<file path="config.mk">
export PLATFORM = sky130hd
export DESIGN_NAME = leaf_switch_flat
export DESIGN_NICKNAME = d
export VERILOG_FILES = /design/src/rtl/leaf_switch_if.sv /design/src/rtl/leaf_switch.sv /design/src/flat_wrapper.sv
export SDC_FILE = /design/constraint.sdc
export NUM_CORES = 1
export LEC_CHECK = 0
export CAP_MARGIN = 25
export CORE_MARGIN = 8
export CORE_UTILIZATION = 35
export DETAILED_ROUTE_END_ITERATION = 8
export MAX_ROUTING_LAYER = met4
export SLEW_MARGIN = 20
export SYNTH_ARGS = -nofsm -noshare
export SYNTH_HDL_FRONTEND = slang
export SYNTH_SLANG_ARGS = --single-unit
export TNS_END_PERCENT = 50
</file>
<file path="constraint.sdc">
create_clock -name clk -period 5 [get_ports clk]
set_input_delay 1 -clock clk [delete_from_list [all_inputs] [get_ports clk]]
set_output_delay 1 -clock clk [all_outputs]
set_load 0.02 [all_outputs]
</file>
<file path="src/rtl/leaf_switch_if.sv">
// Port bundle of the leaf switch: four leaf NI links, the group-router uplink
// and the misroute counter. The "master" modport is the attached environment.
interface leaf_switch_if #(
    parameter int DATA_W = 16
);
    logic [4*DATA_W-1:0] leaf_data_in;
    logic [3:0]          leaf_valid_in;
    logic [3:0]          leaf_ready_out;
    logic [4*DATA_W-1:0] leaf_data_out;
    logic [3:0]          leaf_valid_out;
    logic [DATA_W-1:0]   up_data_in;
    logic                up_valid_in;
    logic                up_ready_out;
    logic [DATA_W-1:0]   up_data_out;
    logic                up_valid_out;
    logic                up_ready_in;
    logic [7:0]          drop_count;

    modport master (
        output leaf_data_in, leaf_valid_in, up_data_in, up_valid_in, up_ready_in,
        input  leaf_ready_out, leaf_data_out, leaf_valid_out,
        input  up_ready_out, up_data_out, up_valid_out, drop_count
    );

    modport slave (
        input  leaf_data_in, leaf_valid_in, up_data_in, up_valid_in, up_ready_in,
        output leaf_ready_out, leaf_data_out, leaf_valid_out,
        output up_ready_out, up_data_out, up_valid_out, drop_count
    );
endinterface

</file>
<file path="src/rtl/leaf_switch.sv">
// Leaf switch: four leaf ports plus one uplink, 2-deep input FIFOs, per-output
// round-robin arbitration and a saturating counter of misrouted uplink flits.
module leaf_switch #(
    parameter logic [3:0] GROUP_ID = 4'd5,
    parameter int         DATA_W   = 16,
    parameter int         NLEAF    = 4
) (
    input  logic         clk,
    input  logic         reset,
    leaf_switch_if.slave bus
);
    localparam int         NIN    = NLEAF + 1;
    localparam int         UP     = NLEAF;
    localparam logic [2:0] UP_IDX = 3'(UP);

    typedef logic [DATA_W-1:0] flit_t;

    flit_t            fifo_q      [NIN][2];
    logic [NIN-1:0]   wr_ptr_q;
    logic [NIN-1:0]   rd_ptr_q;
    logic [1:0]       cnt_q       [NIN];
    logic [2:0]       rr_q        [NIN];
    logic [2:0]       rr_d        [NIN];
    flit_t            leaf_data_q [NLEAF];
    logic [NLEAF-1:0] leaf_valid_q;
    flit_t            up_data_q;
    logic             up_valid_q;
    logic [7:0]       drop_q;

    flit_t            in_data     [NIN];
    flit_t            head        [NIN];
    logic [NIN-1:0]   in_valid;
    logic [NIN-1:0]   in_ready;
    logic [NIN-1:0]   push;
    logic [NIN-1:0]   pop;
    logic [NIN-1:0]   head_vld;
    logic [NIN-1:0]   drop;
    logic [2:0]       dest        [NIN];
    logic [NIN-1:0]   req         [NIN];
    logic [NIN-1:0]   gnt;
    logic [2:0]       win         [NIN];
    logic             up_free;

    // Accept depends only on the registered count, never on this cycle's pop.
    always_comb begin
        for (int i = 0; i < NLEAF; i++) begin
            in_data[i]  = bus.leaf_data_in[i*DATA_W +: DATA_W];
            in_valid[i] = bus.leaf_valid_in[i];
        end
        in_data[UP]  = bus.up_data_in;
        in_valid[UP] = bus.up_valid_in;
        for (int i = 0; i < NIN; i++) begin
            in_ready[i] = (cnt_q[i] < 2'd2);
            push[i]     = in_valid[i] && in_ready[i];
        end
    end

    always_comb begin
        for (int i = 0; i < NIN; i++) begin
            head[i]     = fifo_q[i][rd_ptr_q[i]];
            head_vld[i] = (cnt_q[i] != 2'd0);
            if (head[i][15:12] == GROUP_ID) dest[i] = {1'b0, head[i][11:10]};
            else                            dest[i] = UP_IDX;
            drop[i] = (i == UP) && head_vld[i] && (head[i][15:12] != GROUP_ID);
        end
        for (int o = 0; o < NIN; o++) begin
            for (int i = 0; i < NIN; i++) begin
                req[o][i] = head_vld[i] && !drop[i] && (dest[i] == 3'(o));
            end
        end
    end

    assign up_free = !up_valid_q || bus.up_ready_in;

    always_comb begin
        int idx;
        idx = 0;
        for (int o = 0; o < NIN; o++) begin
            gnt[o]  = 1'b0;
            win[o]  = 3'd0;
            rr_d[o] = rr_q[o];
            if (o != UP || up_free) begin
                // scan from the far end so the requester nearest the pointer wins
                for (int k = NIN - 1; k >= 0; k--) begin
                    idx = int'(rr_q[o]) + k;
                    if (idx >= NIN) idx = idx - NIN;
                    if (req[o][idx]) begin
                        gnt[o] = 1'b1;
                        win[o] = 3'(idx);
                    end
                end
            end
            if (gnt[o]) rr_d[o] = (win[o] == UP_IDX) ? 3'd0 : win[o] + 3'd1;
        end
        for (int i = 0; i < NIN; i++) begin
            pop[i] = drop[i];
            for (int o = 0; o < NIN; o++) begin
                if (gnt[o] && win[o] == 3'(i)) pop[i] = 1'b1;
            end
        end
    end

    always_ff @(posedge clk or negedge reset) begin
        if (!reset) begin
            for (int i = 0; i < NIN; i++) begin
                fifo_q[i][0] <= '0;
                fifo_q[i][1] <= '0;
                cnt_q[i]     <= '0;
                rr_q[i]      <= '0;
            end
            wr_ptr_q <= '0;
            rd_ptr_q <= '0;
            for (int o = 0; o < NLEAF; o++) leaf_data_q[o] <= '0;
            leaf_valid_q <= '0;
            up_data_q    <= '0;
            up_valid_q   <= 1'b0;
            drop_q       <= '0;
        end else begin
            for (int i = 0; i < NIN; i++) begin
                if (push[i]) begin
                    fifo_q[i][wr_ptr_q[i]] <= in_data[i];
                    wr_ptr_q[i]            <= ~wr_ptr_q[i];
                end
                if (pop[i]) rd_ptr_q[i] <= ~rd_ptr_q[i];
                cnt_q[i] <= cnt_q[i] + {1'b0, push[i]} - {1'b0, pop[i]};
                rr_q[i]  <= rr_d[i];
            end
            for (int o = 0; o < NLEAF; o++) begin
                leaf_valid_q[o] <= gnt[o];
                if (gnt[o]) leaf_data_q[o] <= head[win[o]];
            end
            // uplink egress register holds until the group router takes it
            if (up_free) begin
                up_valid_q <= gnt[UP];
                if (gnt[UP]) up_data_q <= head[win[UP]];
            end
            if (drop[UP] && drop_q != 8'hFF) drop_q <= drop_q + 8'd1;
        end
    end

    for (genvar o = 0; o < NLEAF; o++) begin : g_leaf_out
        assign bus.leaf_data_out[o*DATA_W +: DATA_W] = leaf_data_q[o];
    end
    assign bus.leaf_valid_out = leaf_valid_q;
    assign bus.leaf_ready_out = in_ready[NLEAF-1:0];
    assign bus.up_ready_out   = in_ready[UP];
    assign bus.up_data_out    = up_data_q;
    assign bus.up_valid_out   = up_valid_q;
    assign bus.drop_count     = drop_q;
endmodule

</file>
<file path="src/flat_wrapper.sv">
// flat-port wrapper written by rule: the top's interface ports become plain ports
module leaf_switch_flat 
#(
    parameter logic [3:0] GROUP_ID = 4'd5,
    parameter int         DATA_W   = 16,
    parameter int         NLEAF    = 4
)
  (clk, reset, bus_leaf_data_in, bus_leaf_valid_in, bus_up_data_in, bus_up_valid_in, bus_up_ready_in, bus_leaf_ready_out, bus_leaf_data_out, bus_leaf_valid_out, bus_up_ready_out, bus_up_data_out, bus_up_valid_out, bus_drop_count);
  leaf_switch_if #(.DATA_W(DATA_W)) bus_i ();
  input  logic clk;
  input  logic reset;
  input wire logic [$bits(bus_i.leaf_data_in)-1:0] bus_leaf_data_in;
  input wire logic [$bits(bus_i.leaf_valid_in)-1:0] bus_leaf_valid_in;
  input wire logic [$bits(bus_i.up_data_in)-1:0] bus_up_data_in;
  input wire logic [$bits(bus_i.up_valid_in)-1:0] bus_up_valid_in;
  input wire logic [$bits(bus_i.up_ready_in)-1:0] bus_up_ready_in;
  output wire logic [$bits(bus_i.leaf_ready_out)-1:0] bus_leaf_ready_out;
  output wire logic [$bits(bus_i.leaf_data_out)-1:0] bus_leaf_data_out;
  output wire logic [$bits(bus_i.leaf_valid_out)-1:0] bus_leaf_valid_out;
  output wire logic [$bits(bus_i.up_ready_out)-1:0] bus_up_ready_out;
  output wire logic [$bits(bus_i.up_data_out)-1:0] bus_up_data_out;
  output wire logic [$bits(bus_i.up_valid_out)-1:0] bus_up_valid_out;
  output wire logic [$bits(bus_i.drop_count)-1:0] bus_drop_count;
  assign bus_i.leaf_data_in = bus_leaf_data_in;
  assign bus_i.leaf_valid_in = bus_leaf_valid_in;
  assign bus_i.up_data_in = bus_up_data_in;
  assign bus_i.up_valid_in = bus_up_valid_in;
  assign bus_i.up_ready_in = bus_up_ready_in;
  assign bus_leaf_ready_out = bus_i.leaf_ready_out;
  assign bus_leaf_data_out = bus_i.leaf_data_out;
  assign bus_leaf_valid_out = bus_i.leaf_valid_out;
  assign bus_up_ready_out = bus_i.up_ready_out;
  assign bus_up_data_out = bus_i.up_data_out;
  assign bus_up_valid_out = bus_i.up_valid_out;
  assign bus_drop_count = bus_i.drop_count;
  leaf_switch #(.GROUP_ID(GROUP_ID), .DATA_W(DATA_W), .NLEAF(NLEAF)) u_core (.clk(clk), .reset(reset), .bus(bus_i));
endmodule
</file>
After elaboration in Yosys (flattened, before gate mapping)
Index checks and enable logic that the tools add are counted.
- output and inout bits: 98
- input bits: 88
- word-level logic and storage cells: 565
- flip-flop bits (word level): 288
- multiplexer cells: 237
- $add $sub $neg: 61
- equality and inequality tests: 47
- $lt $le $gt $ge: 75
- reduce and logical (&&, ||, !) cells: 82
- bitwise logic cells: 25
- operators by type and width (operator ; count):
    32-bit two-way mux ; 30
    32-bit by 5-bit < comparator with 1-bit output, second input constant ; 25
    32-bit by 4-bit greater-or-equal comparator with 1-bit output, second input constant ; 20
    32-bit by 4-bit subtractor with 32-bit output, second input constant ; 20
    16-bit two-way mux ; 30
    16-bit binary-select mux with 3-bit select ; 5
    32-bit bitwise mux ; 5
    3-bit two-way mux ; 36
    1-bit two-way mux ; 101
    16-bit demux with 1-bit select ; 5
    1-bit binary-select mux with 3-bit select ; 25
    1-bit logical AND ; 63
    3-bit by 2-bit == test with 1-bit output, second input constant ; 20
    3-bit by 2-bit adder with 4-bit output, second input constant ; 10
    3-bit by 1-bit == test with 1-bit output, second input constant ; 10
    3-bit == test, second input constant ; 10
    3-bit zero test ; 10
    3-bit by 1-bit adder with 4-bit output, second input constant ; 5
    3-bit by 3-bit adder with 4-bit output, second input constant ; 5
    4-bit by 3-bit == test with 1-bit output, second input constant ; 5
    2-bit greater-or-equal comparator, second input constant ; 10
    4-bit greater-or-equal comparator, second input constant ; 5
    1-bit NOT with 2-bit output ; 10
    3-bit NOT with 4-bit output ; 5
    other kinds (15) ; 57

Depth between registers and ports, before layout
- depth after elaboration: 25
- depth in mapped cells: 25
- mapped depth without buffers: 23

Worst setup path before layout
No wires, ideal clock.
- path kind: flip-flop to flip-flop
- from: register u_core.rr_q[6] in the netlist's numbering
- to: register u_core.cnt_q[1] in the netlist's numbering
- buffers on the path: 3
- period minus slack after synthesis: 5.542 ns
- path slack: -0.542 ns
- cell stages (with the launch flop): 25
- data arrival time: 5.419 ns
- path through: dfrtp_1 -> clkbuf_1 -> inv_1 -> clkbuf_1 -> ha_1 -> inv_1 -> fa_1 -> a21oi_1 -> mux2_2 -> and4_1 -> a21oi_1 -> o211a_1 -> o311ai_0 -> o32ai_1 -> clkbuf_1 -> inv_1 -> ha_1 -> o21a_1 -> nor2b_1 -> or4_1 -> ha_1 -> inv_1 -> ha_1 -> xnor2_1 -> xnor2_1
- longest elaborated chain between the ends: 17
- elaborated cells between the ends (all ways): 50
- classes of those cells: 10 x add/sub; 5 x order compare; 1 x eq/ne; 33 x mux; 1 x reduce/logical
- ends and longest elaborated chain (what ; line ; source):
    start: declaration ; leaf_switch.sv:22 ; logic [2:0] rr_q [NIN];
    start signal: indexed assignment ; leaf_switch.sv:126 ; rr_q[i] <= rr_d[i];
    3-bit by 3-bit adder with 4-bit output ; leaf_switch.sv:85 ; idx = int'(rr_q[o]) + k;
    32-bit by 4-bit subtractor with 32-bit output / 32-bit by 4-bit greater-or-equal comparator with 1-bit output (equally long branches) ; leaf_switch.sv:86 ; if (idx >= NIN) idx = idx - NIN;
    32-bit two-way mux ; leaf_switch.sv:86 ;
    1-bit binary-select mux with 3-bit select ; leaf_switch.sv:87 ; if (req[o][idx]) begin
    1-bit two-way mux (implied by the code) (2 in series) ; leaf_switch.sv:87 ;
    3-bit two-way mux (5 in series) ; leaf_switch.sv:87 ;
    3-bit == test ; leaf_switch.sv:98 ; if (gnt[o] && win[o] == 3'(i)) pop[i] = 1'b1;
    1-bit logical AND * ; leaf_switch.sv:98 ;
    1-bit two-way mux * (3 in series) ; leaf_switch.sv:98 ;
    named net u_core.pop[4] ; leaf_switch.sv:35 ; logic [NIN-1:0] pop;
    2-bit by 1-bit subtractor with 2-bit output * ; leaf_switch.sv:125 ; cnt_q[i] <= cnt_q[i] + {1'b0, push[i]} - {1'b0, pop[i]};
    end signal: indexed assignment ; leaf_switch.sv:125 ;
    end: declaration ; leaf_switch.sv:21 ; logic [1:0] cnt_q [NIN];
Mark *: on every way through the listed nets, which the timed path passes. The rest lies on a longest branch. The select of a mux whose other input is x is not followed.
A chain may end at the register's enable or synchronous reset.

Worst setup path in the final report
- from: register u_core.rr_q[6] in the netlist's numbering
- to: register u_core.cnt_q[9] in the netlist's numbering
- longest elaborated chain between the ends: 17
- elaborated cells between the ends (all ways): 50
- classes of those cells: 10 x add/sub; 5 x order compare; 33 x mux; 2 x reduce/logical
- ends and longest elaborated chain (what ; line):
    3-bit by 3-bit adder with 4-bit output ; leaf_switch.sv:85
    32-bit by 4-bit subtractor with 32-bit output / 32-bit by 4-bit greater-or-equal comparator with 1-bit output (equally long branches) ; leaf_switch.sv:86
    32-bit two-way mux ; leaf_switch.sv:86
    1-bit binary-select mux with 3-bit select ; leaf_switch.sv:87
    1-bit two-way mux (implied by the code) (2 in series) ; leaf_switch.sv:87
    3-bit two-way mux (5 in series) ; leaf_switch.sv:87
    3-bit zero test ; leaf_switch.sv:98
    1-bit logical AND * ; leaf_switch.sv:98
    1-bit two-way mux * (3 in series) ; leaf_switch.sv:98
    named net u_core.pop[0] ; leaf_switch.sv:35
    2-bit by 1-bit subtractor with 2-bit output * ; leaf_switch.sv:125
Marks and branches as above.

==> qor.txt <==
initial antenna violation count -> 1
Max Used Layer -> met4
Hold Crit Start -> u_core.bus.leaf_data_out[60]$_DFFE_PN0P_
CTS tree -> done
Fillers -> 5165
Worst Hold Depth -> 1
Startpoint Class -> flop
Vias -> 16620
die area -> 62910 µm²
Post-layout nets -> 2409
r2r endpoint -> u_core.cnt_q[9]$_DFF_PN0_
Max-slew headroom -> 0.3209
I/O pins -> 186
Buffers on Ports -> 185
DR WL met2 -> 33960 µm
Hold EP -> u_core.bus.leaf_data_out[60]$_DFFE_PN0P_
area grow syn2layout -> 28.29%
gpl congestion -> 0.9884
Syn Nets -> 2083
width of the die -> 250.8 µm
Worst-path clk slew -> 0.06 ns
hold crit path type -> reg2reg
Post-Synthesis Cells -> 1907
reg2reg setup slack -> 0.12 ns
WP data required -> 5.50 ns
final wirelength -> 70090 µm
area of the multi-input gates -> 11890 µm²
Avg WL per Cell -> 23.68 µm
Starting Density -> 0.3524
clock buffer depth -> 3
CP Capture Type -> flop
Residual DRC -> 0
# rows -> 86
Async SR Flop Fraction -> 1.000
Crit Reg-Reg Startpoint -> u_core.rr_q[6]$_DFFE_PN0P_
Netlist cell types -> 92
commonest non-fill, non-tap cell in the layout -> dfrtp_1
clk root buf -> clkbuf_16
Avg Cell Area, Syn -> 10.12 µm²
Clock Latency Late Sink -> 0.59 ns
Worst Path Arrival -> 5.39 ns
share of cells above drive strength 1 -> 0.2580
top achievable clock speed -> 204.9 MHz
EDFF count, synth -> 0
Placeable Area -> 54770 µm²
Remaining Overflow, GRT -> 0
Reg area -> 7211 µm²
DP HPWL -> 55090 µm
Antenna diodes -> 0
Most used DFF post-synth -> dfrtp_1
Tot GR Track Use -> 0.2200
Hold Buf Count CTS -> 0
most frequent cells in the layout -> dfrtp_1 (285), mux2_2 (217), clkdlybuf4s50_1 (184), buf_4 (181), mux2i_1 (135)
register bit total from synthesis -> 288
post-layout min period -> 4.881 ns
metal3 WL -> 2792 µm
Inserted Clock Buffers -> 31
final hold violations -> 0
first-pass GRT wire length -> 105700 µm
vias in the first global route -> 16910
M1 WL -> 31050 µm
count of final setup violators -> 0
YS warnings -> 0
overall die height -> 250.8 µm
max-slew violations -> 0
first-iteration detailed-routing DRC count -> 1163
critical path type -> reg2reg
status -> finished clean
utilization after layout -> 0.4520
Crit Path Max Fanout -> 4
Worst Tran Pin Value -> 0.9903 ns
worst r2r path cells -> 22
Sink Count -> 288
Mapped Area -> 19300 µm²
drt first pass iters -> 5
Max Clock Skew -> 0.03272 ns
Vias per Instance -> 5.614
H-tree depth -> 1
sequential area share after synthesis -> 0.3734
max-cap check violation count -> 0
Final period util -> 0.9761
pin count of the biggest net entering global routing -> 118
Routed Antenna Nets -> 0
[per-stage QoR]
step           cells  worst slack [ns]  cell area, µm²  setup TNS (ns)  hold WS, ns
2_1_floorplan   1907          -0.04281           19410        -0.04281       0.4633
3_3_place_gp    2875           -0.1591           23030         -0.2617       0.4502
3_5_place_dp    2875           -0.1733           23030         -0.2453       0.4524
4_1_cts         2931           0.03867           24110               0       0.4698
5_1_grt         2960          -0.05641           24760         -0.1537       0.4857
6_report        2960            0.1194           24760               0       0.4664
[cell type report]
| type | count | share of cell area |
|---|---|---|
| Tap cell | 704 | 0.03558 |
| Multi-Input combinational cell | 1434 | 0.4803 |
| Sequential cell | 288 | 0.2912 |
| Clock buffer | 42 | 0.03543 |
| Clock inverter | 14 | 0.007429 |
| Inverter | 106 | 0.01622 |
| Timing Repair Buffer | 372 | 0.1338 |
[state kept, by name, summed over array words and instances (netlist names)]
| signal | flops |
|---|---|
| u_core.bus.drop_count | 8 |
| u_core.cnt_q | 10 |
| u_core.bus.leaf_valid_out | 4 |
| u_core.fifo_q | 160 |
| u_core.wr_ptr_q | 5 |
| u_core.bus.leaf_data_out | 64 |
| u_core.rr_q | 15 |
| u_core.bus.up_data_out | 16 |
| u_core.rd_ptr_q | 5 |
| u_core.bus.up_valid_out | 1 |
[kinds of logic after synthesis]
family / synth area share
AND/OR/NAND/NOR: 0.1265
multiplexers: 0.2053
AO/OA/AOI/OAI: 0.1749
buffers and inverters: 0.03799
other: 0.0001943
adder cells (fa/ha/maj): 0.05900
flip-flops: 0.3734
XOR/XNOR: 0.02269
[cells in the mapped netlist (14+ instances only)]
cell type  count  area share
and2_1        30      0.0097
mux2i_1      146       0.076
a22oi_1       21      0.0082
buf_2         16      0.0041
a31oi_1       17      0.0055
dfrtp_1      288        0.37
a221o_1       14      0.0073
xnor2_1       38       0.017
nand3_1       24      0.0062
nor2_1        88       0.017
nor3_1        32      0.0083
o221ai_1      26       0.012
mux2_2       217        0.13
a22o_1        15      0.0068
a211o_1       14      0.0064
nand2_1      112       0.022
nand2b_1      38       0.012
ha_1          83       0.054
o21ai_0       77       0.020
nor2b_1       36       0.012
o211ai_1      32       0.012
nor4_1        14      0.0045
o22ai_1       15      0.0049
clkbuf_1      55       0.011
inv_1         98       0.019
a211oi_1      32       0.012
a21oi_1       73       0.019
[repair_timing]
item / CTS / global route
endpoints found under the setup margin: 4 / 9
gates resized for setup: 3 / 88
setup buffers: 0 / 29
pin swaps: 0 / 29
[worst max-delay path, cell delays in order (launching register included)]
cell,delay (ns)
dfrtp_1,0.41
inv_2,0.13
ha_4,0.15
inv_2,0.04
fa_2,0.42
a21oi_4,0.20
buf_4,0.15
mux2_2,0.32
and4_1,0.22
a21oi_1,0.11
o211a_1,0.27
o311ai_1,0.14
o32ai_2,0.23
inv_1,0.16
ha_4,0.18
o21a_1,0.11
a221o_1,0.33
a311o_2,0.45
ha_4,0.30
inv_2,0.04
ha_4,0.15
xnor2_2,0.16
xnor2_1,0.14
[metal layers]
metal | GRT usage | up-vias
met5 | - | -
met4 | 0.06601 | 0
met3 | 0.02055 | 120
met2 | 0.3661 | 434
met1 | 0.2835 | 8328
li1 | - | 7736
[worst max path at each step]
stage                               startpoint                   endpoint  slack [ns]  cells after the start
floorplan           u_core.rr_q[7]$_DFFE_PN0P_  u_core.cnt_q[1]$_DFF_PN0_       -0.04                     21
global placement    u_core.rr_q[4]$_DFFE_PN0P_  u_core.cnt_q[3]$_DFF_PN0_       -0.16                     20
detailed placement  u_core.rr_q[4]$_DFFE_PN0P_  u_core.cnt_q[3]$_DFF_PN0_       -0.17                     20
CTS                 u_core.rr_q[1]$_DFFE_PN0P_  u_core.cnt_q[9]$_DFF_PN0_        0.04                     21
global route        u_core.rr_q[6]$_DFFE_PN0P_  u_core.cnt_q[9]$_DFF_PN0_       -0.06                     22
finish              u_core.rr_q[6]$_DFFE_PN0P_  u_core.cnt_q[9]$_DFF_PN0_        0.12                     22
Power is not shown: default switching activity piles up to over one toggle a cycle in this logic, so the estimate is an artifact.
